## config.mk

```make
export PLATFORM = sky130hd
export DESIGN_NAME = jk_excitation_driver
export DESIGN_NICKNAME = d
export VERILOG_FILES = /design/src/rtl/jk_excitation_driver.sv
export SDC_FILE = /design/constraint.sdc
export NUM_CORES = 1
export LEC_CHECK = 0
export BUFFER_PORTS_ARGS = -buffer_cell sky130_fd_sc_hd__buf_2
export CORE_MARGIN = 2
export CORE_UTILIZATION = 51
export CTS_CLUSTER_SIZE = 20
export DETAILED_ROUTE_END_ITERATION = 6
export MAX_ROUTING_LAYER = met4
export PLACE_DENSITY = 0.88
export SETUP_SLACK_MARGIN = 0.4
export SLEW_MARGIN = 30
export SYNTH_ARGS = -nofsm -noshare
export SYNTH_HDL_FRONTEND = slang
export SYNTH_SLANG_ARGS = --single-unit
```

## constraint.sdc

```tcl
create_clock -name clk -period 2.3 [get_ports clk]
set_input_delay 0.575 -clock clk [delete_from_list [all_inputs] [get_ports clk]]
set_output_delay 0.575 -clock clk [all_outputs]
set_load 0.01 [all_outputs]
```

## src/rtl/jk_excitation_driver.sv

```systemverilog
// Drive side of a JK flip-flop: turns a stream of target Q values into J/K
// excitation pulses, then checks Q feedback and counts mismatches.
module jk_excitation_driver #(
  parameter bit DC_FILL = 1'b0,
  parameter bit RESET_Q = 1'b0,
  parameter int CNT_W   = 8
) (
  input  logic             clk,
  input  logic             reset,
  input  logic             tgt_valid,
  input  logic             tgt_q,
  output logic             tgt_ready,
  input  logic             q_fb,
  output logic             j,
  output logic             k,
  output logic             busy,
  output logic             mismatch,
  output logic             err,
  output logic [CNT_W-1:0] err_count,
  output logic [CNT_W-1:0] xfer_count
);

  typedef enum logic [1:0] {
    IDLE  = 2'd0,
    DRIVE = 2'd1,
    CHECK = 2'd2
  } state_t;

  localparam logic [CNT_W-1:0] CNT_ONE = {{(CNT_W-1){1'b0}}, 1'b1};
  localparam logic [CNT_W-1:0] CNT_MAX = {CNT_W{1'b1}};

  state_t state;
  state_t state_next;
  logic   tgt_r;
  logic   exp_q;
  logic   accept;
  logic   j_exc;
  logic   k_exc;
  logic   q_bad;

  always_ff @(posedge clk) begin
    if (!reset) state <= IDLE;
    else        state <= state_next;
  end

  always_comb begin
    state_next = state;
    case (state)
      IDLE:    if (accept) state_next = DRIVE;
      DRIVE:   state_next = CHECK;
      CHECK:   state_next = IDLE;
      default: state_next = IDLE;
    endcase
  end

  always_comb begin
    tgt_ready = (state == IDLE);
    busy      = (state != IDLE);
  end

  assign accept = tgt_valid && tgt_ready;
  assign q_bad  = (q_fb != tgt_r);

  // Toggle style asserts both inputs on any change; set/reset style drives
  // only the input that forces the new value.
  always_comb begin
    if (DC_FILL) begin
      j_exc = exp_q ^ tgt_q;
      k_exc = exp_q ^ tgt_q;
    end else begin
      j_exc = ~exp_q & tgt_q;
      k_exc = exp_q & ~tgt_q;
    end
  end

  always_ff @(posedge clk) begin
    if (!reset) begin
      j          <= 1'b0;
      k          <= 1'b0;
      tgt_r      <= 1'b0;
      exp_q      <= RESET_Q;
      mismatch   <= 1'b0;
      err        <= 1'b0;
      err_count  <= '0;
      xfer_count <= '0;
    end else begin
      mismatch <= 1'b0;
      case (state)
        IDLE: begin
          if (accept) begin
            tgt_r <= tgt_q;
            j     <= j_exc;
            k     <= k_exc;
          end
        end
        DRIVE: begin
          j <= 1'b0;
          k <= 1'b0;
        end
        CHECK: begin
          xfer_count <= xfer_count + CNT_ONE;
          // On a miss, adopt the observed Q so later excitations start from reality.
          if (q_bad) begin
            mismatch <= 1'b1;
            err      <= 1'b1;
            exp_q    <= q_fb;
            if (err_count != CNT_MAX) err_count <= err_count + CNT_ONE;
          end else begin
            exp_q <= tgt_r;
          end
        end
        default: ;
      endcase
    end
  end

endmodule

```

==> impl_metrics.json <==
{
  "status": "finished clean",
  "slew_violations": 0,
  "path_class": "flip-flop to output pin",
  "synthAdderAreaFrac_pct": 4.64,
  "cts_tree": "yes",
  "routedWlPerCell_um": 11.9,
  "leakagePower_nw": 0.592,
  "die-area_sq_mm": 0.00250,
  "rows": 16,
  "clock_path_buffers": 2,
  "startpoint_type": "flip-flop",
  "internal_power_mw": 0.541,
  "routed_wl_um": 1940,
  "drive_gt1_share_pct": 25.0,
  "synth_xor_area_share_pct": 8.93,
  "setup_viol": 0,
  "dp_hpwl_um": 1380,
  "layout.nets": 146,
  "synthTopCellsByArea": "dfxtp_1, xnor2_1, and2_1, ha_1, nand4_1",
  "via_per_inst": 5.18,
  "synthToLayoutAreaGrowth_pct": 18.2,
  "place.gp.congestion": 0.759,
  "rsz0062_at_grt": "no",
  "final_area_sq_mm": 0.00127,
  "finClkSkew_ns": 0.0122,
  "powerDensity_mw_per_mm2": 548,
  "synth_ff_type": "dfxtp_1",
  "clock-sinks": 24,
  "fmax_ghz": 0.556,
  "overflow": 0,
  "layout_commonest_cell": "buf_2",
  "hold_buffers": 0,
  "first_pass_iters": 4,
  "combPwrFrac_pct": 6.8,
  "crit_chain": "nor2_1 -> inv_1 -> buf_2",
  "drc": 0,
  "p_seq_share_pct": 61.6,
  "synth_top_family_by_area": "simple AND/OR/NAND/NOR gates",
  "hold_viol_final": 0,
  "vias": 844,
  "cts_root_buf": "clkbuf_4",
  "p_switching_mw": 0.158,
  "die_h_um": 50.0,
  "die_w_um": 50.0,
  "vdd_ir_drop_max_v": 0.000313,
  "synth_top_area_share_pct": 44.5,
  "clkPwrFrac_pct": 31.6,
  "numCtsBuffers": 3,
  "core_region_area_sq_mm": 0.00198,
  "fin_crit_sh_pct": 78.2,
  "yosysTopAreaCell": "dfxtp_1",
  "place_area_sq_mm": 0.00123,
  "critPathMaxStageDelay_ns": 0.40,
  "critical_path_arrival_ns": 1.22,
  "fin_tns_setup_ns": 0,
  "portBuffers": 26,
  "syn_nets": 117,
  "clk_latency_ns": 0.32,
  "synth_seq_area_share_pct": 44.5,
  "grt_max_degree": 25,
  "initial_core_util_pct": 54.4,
  "mostFrequentLayoutCells": "buf_2, dfxtp_1, and2_1",
  "synthSimpleGateAreaFrac_pct": 27.6,
  "synthMuxAreaShare_pct": 1.86,
  "ant_nets": 0,
  "grt_pass1_wl_um": 3170,
  "syn_inst": 108,
  "synth.avg_cell_area_sq_um": 9.99,
  "htreeDepth": 1,
  "grt_pass1_vias": 741,
  "synth.distinct_cells": 30,
  "ys_ff_latch": 24,
  "grt.total_usage_pct": 16.9,
  "diodes": 0,
  "relSlewSlack_pct": 68.3,
  "worst_pin_slew_ns": 0.474,
  "synth_warnings": 0,
  "critPathRequiredTime_ns": 1.73,
  "hold_class": "flip-flop to flip-flop",
  "path_max_fanout": 7,
  "synth_compound_gate_area_share_pct": 10.7,
  "first_iter_violations": 12,
  "switching_share_pct": 22.6,
  "cap_violations": 0,
  "synth-edff-count": 0,
  "synth_area_sq_mm": 0.00108,
  "fin_crit_ns": 1.80,
  "end_kind": "output pin",
  "io_pins": 27,
  "path_clk_slew_ns": 0.13,
  "antenna_found_initial": 0,
  "cts_resized": 0,
  "slowest_stage": "dfxtp_1",
  "async_reset_ff_share_pct": 0
}
==> timing repair <==
action | in CTS | in global routing
hold endpoints to repair | 0 | 0
endpoints found under the setup margin | 0 | 2
setup buffers | 0 | 1
==> cells by family after synthesis <==
kind of cell             after synthesis
AO/OA/AOI/OAI                         15
XOR/XNOR                              11
adder cells (fa/ha/maj)                4
buffers and inverters                  5
flip-flops                            24
multiplexers                           2
AND/OR/NAND/NOR                       47
==> final cells by class <==
| type | count | area [sq um] |
|---|---|---|
| fill | 170 | 707 |
| inverter | 2 | 7.51 |
| clock buffer | 4 | 36.3 |
| multi-input combinational | 79 | 579 |
| timing repair buffer | 27 | 138 |
| sequential | 24 | 480 |
| tap | 27 | 33.8 |
==> flip-flops by register name (all words and copies together), names as in the netlist <==
signal,count
mismatch,1
j,1
err,1
state,2
err_count,8
xfer_count,8
exp_q,1
tgt_r,1
k,1
==> power by group through the flow <==
stage | clock network [mW] | logic (mW) | registers [mW]
2_1_floorplan | 0 | 0.0290 | 0.440
3_3_place_gp | 0 | 0.0453 | 0.439
3_5_place_dp | 0 | 0.0468 | 0.439
4_1_cts | 0.226 | 0.0468 | 0.430
5_1_grt | 0.241 | 0.0520 | 0.432
6_report | 0.221 | 0.0473 | 0.431
==> cells in the mapped netlist, drive strengths merged (2+ instances only) <==
| cell type | number |
|---|---|
| nand2 | 8 |
| xnor2 | 10 |
| and2 | 12 |
| nor2b | 4 |
| a21oi | 2 |
| nand4b | 3 |
| a21boi | 4 |
| o21ai | 3 |
| or3 | 2 |
| inv | 2 |
| clkbuf | 3 |
| and3 | 4 |
| o211ai | 2 |
| mux2i | 2 |
| nor2 | 3 |
| dfxtp | 24 |
| ha | 4 |
| nand4 | 7 |
==> metal layers <==
metal / up-vias / routed length, um / track usage, %
li1: 436 / - / -
met2: 19 / 909 / 27.0
met1: 383 / 927 / 20.3
met5: - / 0 / -
met3: 6 / 82 / 5.15
met4: 0 / 22 / 5.09
==> worst max-delay path, delay by kind of cell (launching register included) <==
family	cells	cell delay, ns
buffers and inverters	2	0.21
DFF	1	0.40
and+or+nand+nor	1	0.31
==> final timing paths <==
| kind | to | slack [ns] | cells past startpoint | start |
|---|---|---|---|---|
| setup / recovery | busy | 0.50 | 3 | state[0] |
| hold / removal | k | 0.48 | 2 | k |
| setup reg to reg | err_count[5] | 0.57 | 6 | tgt_r |
| hold reg to reg | k | 0.48 | 2 | k |
==> per-stage QoR <==
stage	worst slack [ns]	util [%]	hold slack (ns)	instances	total power, mW
2_1_floorplan	0.431	-	0.438	108	0.469
3_3_place_gp	0.235	62.1	0.452	158	0.485
3_5_place_dp	0.189	62.1	0.459	158	0.486
4_1_cts	0.492	64.0	0.479	162	0.703
5_1_grt	0.402	64.3	0.499	163	0.725
6_report	0.502	64.3	0.481	163	0.699
Power figures use the tool's default switching activity.
